### src/rtl/soin_pkg.sv
// Shared constants and types for the RV32 write-back path.
// Requester encoding doubles as the arbiter request/grant bit index.
package soin_pkg;

  localparam int XLEN = 32;
  localparam int NREG = 32;
  localparam int RAW  = 5;

  typedef enum logic {
    WB_ALU = 1'b0,
    WB_LSU = 1'b1
  } wb_src_t;

endpackage

### src/rtl/rr_arbiter2.sv
// Two-way round-robin arbiter; bit 0 = ALU, bit 1 = LSU.
// The priority pointer only moves on a two-way conflict.
module rr_arbiter2
  import soin_pkg::*;
(
  input  logic       clk,
  input  logic       rst,
  input  logic [1:0] req,
  output logic [1:0] gnt
);

  wb_src_t prio;

  always_comb begin
    gnt = 2'b00;
    unique case (req)
      2'b01:   gnt = 2'b01;
      2'b10:   gnt = 2'b10;
      2'b11:   gnt = (prio == WB_LSU) ? 2'b10 : 2'b01;
      default: gnt = 2'b00;
    endcase
  end

  // The loser of a conflict becomes the favoured side next time
  always_ff @(posedge clk or posedge rst) begin
    if (rst) begin
      prio <= WB_LSU;
    end else if (req == 2'b11) begin
      prio <= (prio == WB_LSU) ? WB_ALU : WB_LSU;
    end
  end

endmodule

### src/rtl/wb_arbiter.sv
// Write-back port arbiter plus register busy scoreboard.
// Busy bits stay set until the register file write has landed.
module wb_arbiter
  import soin_pkg::*;
(
  input  logic            clk,
  input  logic            rst,
  input  logic            alu_valid,
  input  logic [RAW-1:0]  alu_rd,
  input  logic [XLEN-1:0] alu_wd,
  output logic            alu_ready,
  input  logic            lsu_valid,
  input  logic [RAW-1:0]  lsu_rd,
  input  logic [XLEN-1:0] lsu_wd,
  output logic            lsu_ready,
  input  logic            iss_valid,
  input  logic [RAW-1:0]  iss_rd,
  input  logic [RAW-1:0]  rs1,
  input  logic [RAW-1:0]  rs2,
  output logic            hazard,
  output logic [NREG-1:0] busy,
  output logic            rf_wen,
  output logic [RAW-1:0]  rf_wnum,
  output logic [XLEN-1:0] rf_wd
);

  localparam logic [NREG-1:0] X0_BIT = NREG'(1);

  logic [1:0]      gnt;
  logic            xfer;
  logic [RAW-1:0]  sel_rd;
  logic [XLEN-1:0] sel_wd;
  logic [NREG-1:0] set_mask;
  logic [NREG-1:0] clr_mask;

  rr_arbiter2 u_arb (
    .clk (clk),
    .rst (rst),
    .req ({lsu_valid, alu_valid}),
    .gnt (gnt)
  );

  assign alu_ready = gnt[0] && !rst;
  assign lsu_ready = gnt[1] && !rst;
  assign xfer      = alu_ready || lsu_ready;
  assign sel_rd    = lsu_ready ? lsu_rd : alu_rd;
  assign sel_wd    = lsu_ready ? lsu_wd : alu_wd;

  assign hazard = busy[rs1] || busy[rs2]
               || (iss_valid && busy[iss_rd]);

  always_comb begin
    set_mask = '0;
    clr_mask = '0;
    if (iss_valid && !hazard) set_mask[iss_rd] = 1'b1;
    if (rf_wen) clr_mask[rf_wnum] = 1'b1;
  end

  // Set is applied after clear so a fresh producer wins a collision
  always_ff @(posedge clk or posedge rst) begin
    if (rst) begin
      busy <= '0;
    end else begin
      busy <= ((busy & ~clr_mask) | set_mask) & ~X0_BIT;
    end
  end

  always_ff @(posedge clk or posedge rst) begin
    if (rst) begin
      rf_wen  <= 1'b0;
      rf_wnum <= '0;
      rf_wd   <= '0;
    end else if (xfer) begin
      rf_wen  <= (sel_rd != '0);
      rf_wnum <= sel_rd;
      rf_wd   <= sel_wd;
    end else begin
      rf_wen  <= 1'b0;
    end
  end

endmodule

### config.mk
export PLATFORM = sky130hd
export DESIGN_NAME = wb_arbiter
export DESIGN_NICKNAME = d
export VERILOG_FILES = /design/src/rtl/soin_pkg.sv /design/src/rtl/rr_arbiter2.sv /design/src/rtl/wb_arbiter.sv
export SDC_FILE = /design/constraint.sdc
export NUM_CORES = 1
export LEC_CHECK = 0
export CAP_MARGIN = 0
export CORE_MARGIN = 8
export CORE_UTILIZATION = 26
export CTS_BUF_LIST = sky130_fd_sc_hd__clkbuf_8
export DETAILED_ROUTE_END_ITERATION = 10
export GPL_ROUTABILITY_DRIVEN = 0
export MAX_ROUTING_LAYER = met4
export PLACE_DENSITY = 0.53
export SLEW_MARGIN = 20
export SYNTH_ARGS = -nofsm -noshare
export SYNTH_HDL_FRONTEND = slang
export SYNTH_SLANG_ARGS = --single-unit
### constraint.sdc
create_clock -name clk -period 3 [get_ports clk]
set_input_delay 0.45 -clock clk [delete_from_list [all_inputs] [get_ports clk]]
set_output_delay 0.45 -clock clk [all_outputs]
set_load 0.05 [all_outputs]
### Word level (Yosys, flattened, before mapping)

Index checks and enable logic that the tools add are counted.

* register bits after elaboration: 70
* input port bits: 94
* output and inout bits: 73
* word-level logic and storage cells: 47

* $lt $le $gt $ge: 6
* equality and inequality tests: 3
* multiplexer cells: 18
* bitwise operators: 3
* reductions and logical operators: 12

Operators by type and width (count)
* 32-bit two-way mux: 3
* 32-bit AND: 1
* 32-bit inverter: 1
* 32-bit bitwise OR: 1
* 5-bit by 6-bit < comparator with 1-bit output (second input constant): 4
* 1-bit binary-select mux with 5-bit select: 3
* 1-bit demux with 5-bit select: 2
* 5-bit by 1-bit >= comparator with 1-bit output (second input constant): 2
* 1-bit two-way mux: 7
* 1-bit logical AND: 6
* 2-bit one-hot mux with 3 select lines: 1
* 5-bit two-way mux: 1
* 5-bit nonzero test: 1
* 2-bit equality test (second input constant): 2
* 1-bit logical OR: 3
* 2-bit by 1-bit equality test with 1-bit output (second input constant): 1
* 1-bit logical NOT: 2
* 2-bit two-way mux: 1

### Longest topological paths before layout

* depth in word-level cells: 8
* gate-level depth with buffers: 8
* depth with buffers taken out: 6

### Hierarchy

A second synthesis with hierarchy kept.

* cells, all modules: 386
* area, all modules: 4115.2 µm²

Modules (own cells, without submodules)
* wb_arbiter: times used 1, cells each 379, area an instance 4053.9 µm², seq. area each 1726.7 µm²
* rr_arbiter2: times used 1, cells each 7, area an instance 61.3 µm², seq. area each 26.3 µm²

### Worst setup path after synthesis

No wires, ideal clock.

* path kind: input-to-output
* start: input rst
* end: output lsu_ready
* arrival: 3.093 ns
* required time: 2.550 ns
* slack: -0.543 ns
* cell stages on the path: 4
* cell sequence: inv_1 > o211a_1 > clkbuf_1 > clkbuf_1

* longest elaborated chain between the ends: 2

Ends and longest elaborated chain
* start, declared: line wb_arbiter.sv:7 `input logic rst,`
* 1-bit logical NOT (no source line)
* 1-bit logical AND: line wb_arbiter.sv:44 `assign lsu_ready = gnt[1] && !rst;`
* end, declared: line wb_arbiter.sv:15 `output logic lsu_ready,`

No other way between the ends.

### Worst setup path in the final report

* start: input rs2[1]
* end: output hazard

* longest elaborated chain between the ends: 4

Ends and longest elaborated chain
* start, declared: line wb_arbiter.sv:19 `input logic [RAW-1:0] rs2,`
* 1-bit binary-select mux with 5-bit select: line wb_arbiter.sv:49 `assign hazard = busy[rs1] || busy[rs2]`
* 1-bit two-way mux (implied by the code): line wb_arbiter.sv:49
* 1-bit logical OR: line wb_arbiter.sv:49
* 1-bit logical OR: line wb_arbiter.sv:50 `|| (iss_valid && busy[iss_rd]);`
* end, declared: line wb_arbiter.sv:20 `output logic hazard,`

No other way between the ends. The select of a mux whose other input is x is not followed.

==> summary.txt <==
Route
  – ANT nets after route: 0
  – Drt total wl: 16840 um
  – 1st-iter DRT viols: 268
  – TritonRoute pass-1 iters: 5
  – DR WL/cell: 20.02 um
  – DRC Markers: 0
  – Vias: 4354
  – Post-DR vias/cell: 5.177

STA
  – Tightest Pin Transition: ~890 ps
  – Slew Limit Fails: 0
  – Worst Setup Slack, final: 110.8 ps
  – Setup Skew: 15.60 ps
  – RSZ-0062 raised after global routing: false
  – Final Hold Fails: 0
  – Setup_tns: 0 ps
  – Fin crit share: between 90% and 100%
  – Final setup viols: 0
  – Fmax: around 0.35 GHz
  – Hold WS: 479.1 ps
  – Rel. slew slack: 40.53%
  – Post-layout min period: between 2000 and 3000 ps

Final layout
  – Post-route cell area: 6516 um^2
  – Layout cells sized above 1: 13.60%
  – Register area: ~1800 um^2
  – Layout area overhead: 56.91%
  – Final Net Count: a little over 700
  – Footprint of the multi-input gates: 2267 um^2
  – Fill count: 1584
  – Ant. Diodes: 0

CTS
  – Hold-fix buffers, CTS: 0
  – Clk sink count: 70
  – H-tree levels: 3
  – Clk pin slew, worst setup/hold paths: 70 ps
  – CTS tree: yes
  – Clock Root Buffer: clkbuf_8
  – Clock buffer depth: 2
  – Num CTS Buffers: 9
  – Worst skew pair latency: 360 ps

Synthesis
  – Async SR Flop Fraction: 100.0%
  – Syn_area_per_cell: roughly 9.3 um^2
  – Post-Syn Area: between 4000 and 5000 um^2
  – Yosys cell types: 50
  – Post-synth top area cell: dfrtp_1
  – Post-synth top cells: nand2_1 (103), dfrtp_1 (69), o21ai_0 (41), a22oi_1 (33), mux2i_1 (26)
  – Synth warnings: 0
  – Syn_nets: 539
  – Register area share after synthesis: 42.21%
  – Number of flops mapped to enable cells by yosys: 0
  – Post-Syn Instances: 445
  – Most used DFF post-synth: dfrtp_1
  – Synth top area share: 41.58%
  – Most frequent cell after synthesis: nand2_1
  – FF+latch count, synth: 70
  – Ranking of synthesized cells by area: dfrtp_1 (42%), nand2_1 (9.3%), mux2i_1 (6.3%)

Die
  – Num ports: 167
  – Starting Density: 26.33%
  – Die Footprint: 20270 um^2
  – Die Wd: 142.4 um
  – Cell row count: between 40 and 50
  – Die height: 142.4 um
  – Core ar.: 15770 um^2

Placement
  – Buffers on Ports: between 150 and 200
  – Post-DP Area: 6186 um^2
  – Pre-CTS setup slack: -64.47 ps
  – Post-DP HPWL: 12820 um

Global routing
  – Antenna violations before repair: 0
  – Number of global-route vias before repair: approximately 4800
  – Overflow after GRT: 0
  – First-pass GRT wire length: 26250 um
  – Gr usage total: 17.05%
  – Pin count of the biggest net entering global routing: 71

Setup path
  – CP max stage delay: 490 ps
  – Bufs and invs on worst path: 3
  – Cell family with most CP delay: buffers and inverters
  – CP Capture Type: output pin
  – Crit path top cell by count: buf_4
  – Worst Path Required: 2550 ps
  – WP data arrival: 2440 ps
  – CP cell instances: clkdlybuf4s50_1 > buf_4 > mux2i_1 > a311o_1 > a311oi_1 > a41oi_1 > nand4_2 > a21o_1 > buf_4
  – Setup crit start kind: primary input
  – Critical path class: in -> out
  – CP max FO: 11
  – CP max stage cell: clkdlybuf4s50_1

Status
  – Status: finished clean

Power
  – Power share of the clock group: 17.1%
  – Combinational cell fraction of total power: 53.6%
  – Cell internal pwr: 0.003205 W
  – Flop pwr share: 29.3%
  – Peak supply drop: 0.3703 mV
  – Net Sw Frac: 48.72%
  – Power Density: 959.0 nW/um^2
  – Switching power total: ~0.003 W
  – Lkg Pwr: between 2 and 3 nW
  – Total Power: approximately 0.0062 W

Hold path
  – Min-delay worst type: reg -> reg

Run
  – Max Cap Viol: 0
layer usage:
| metal | track usage (%) | share of wire [%] | up-vias |
|---|---|---|---|
| met5 | - | 0 | - |
| met2 | 25.45 | 44 | 230 |
| li1 | - | - | 2004 |
| met4 | 5.705 | 1.8 | 0 |
| met3 | 6.441 | 10 | 23 |
| met1 | 20.82 | 44 | 2097 |
state kept, by name, summed over array words and instances, names as in the netlist:
register	cells
busy	31
rf_wd	32
rf_wen	1
rf_wnum	5
u_arb.prio	1
cell usage in the layout (no fill, tap or decap), types with 4 or more instances in the layout:
cell type,instances
nand3_1,10
o21ai_0,41
nand2_1,103
o31ai_1,25
mux2_2,8
mux4_2,7
nor3b_1,4
mux2i_1,26
a22oi_1,33
nand2b_1,4
o41ai_2,4
buf_4,33
bufinv_16,4
dfrtp_1,69
nor2_1,7
nor2b_1,9
nand3b_1,7
clkbuf_8,11
clkdlybuf4s50_1,158
nor3_1,5
worst paths after layout:
kind	start	end	slack (ps)	depth (start not counted)
hold / removal	rf_wd[6]	rf_wd[6]	480	2
min in group asynchronous	rst	busy[5]	830	3
max in group asynchronous	rst	busy[24]	1560	3
setup reg to reg	busy[6]	busy[31]	610	7
hold reg to reg	rf_wd[6]	rf_wd[6]	480	2
setup / recovery	rs2[1]	hazard	110	9
worst register-to-register path, delay by kind of cell, from the launching register on:
family	cells	cell delay (ps)
flops	1	460
simple gates	2	330
mux	1	490
compound gates	3	680
buf+inv	1	280
kinds of logic (layout without fill, tap and decap cells):
kind of cell / Yosys count / in the layout / synth area share (%)
xor+xnor: 1 / 1 / 0.2109
compound gates: 130 / 130 / 22.54
mux: 41 / 41 / 12.23
buf+inv: 38 / 218 / 4.158
simple gates: 164 / 164 / 18.56
flops: 70 / 70 / 42.21
other cells: 1 / 1 / 0.09030
power groups by stage:
stage / Sequential, W / Clock (W) / Combinational [W]
5_1_grt: 0.00189 / 0.00113 / 0.00355
4_1_cts: 0.00181 / 0.00110 / 0.00336
3_5_place_dp: 0.00182 / 0 / 0.00336
3_3_place_gp: 0.00182 / 0 / 0.00332
6_report: 0.00183 / 0.00107 / 0.00335
2_1_floorplan: 0.00284 / 0 / 0.000924
layout make-up:
cell class              instances  share of cell area [%]
flip-flops and latches         70                   26.90
clock buffers                  11                   2.323
clock inverters                 5                   1.978
multi-input cells             337                   34.79
repair buffers                198                   29.57
well taps                     216                   4.147
inverters                       4                  0.2880
per-stage QoR:
| stage | utilization, % | instances |
|---|---|---|
| 3_5_place_dp | 39.23 | 823 |
| 4_1_cts | 40.99 | 839 |
| 5_1_grt | 41.32 | 841 |
| 3_3_place_gp | 39.23 | 823 |
| 2_1_floorplan | - | 445 |
| 6_report | 41.32 | 841 |
timing repair:
item / CTS / global route
setup buffers: 0 / 2
hold endpoints to repair: 0 / 0
resized for setup: 1 / 11
endpoints found under the setup margin: 1 / 1
(Power assumes the default switching activity.)
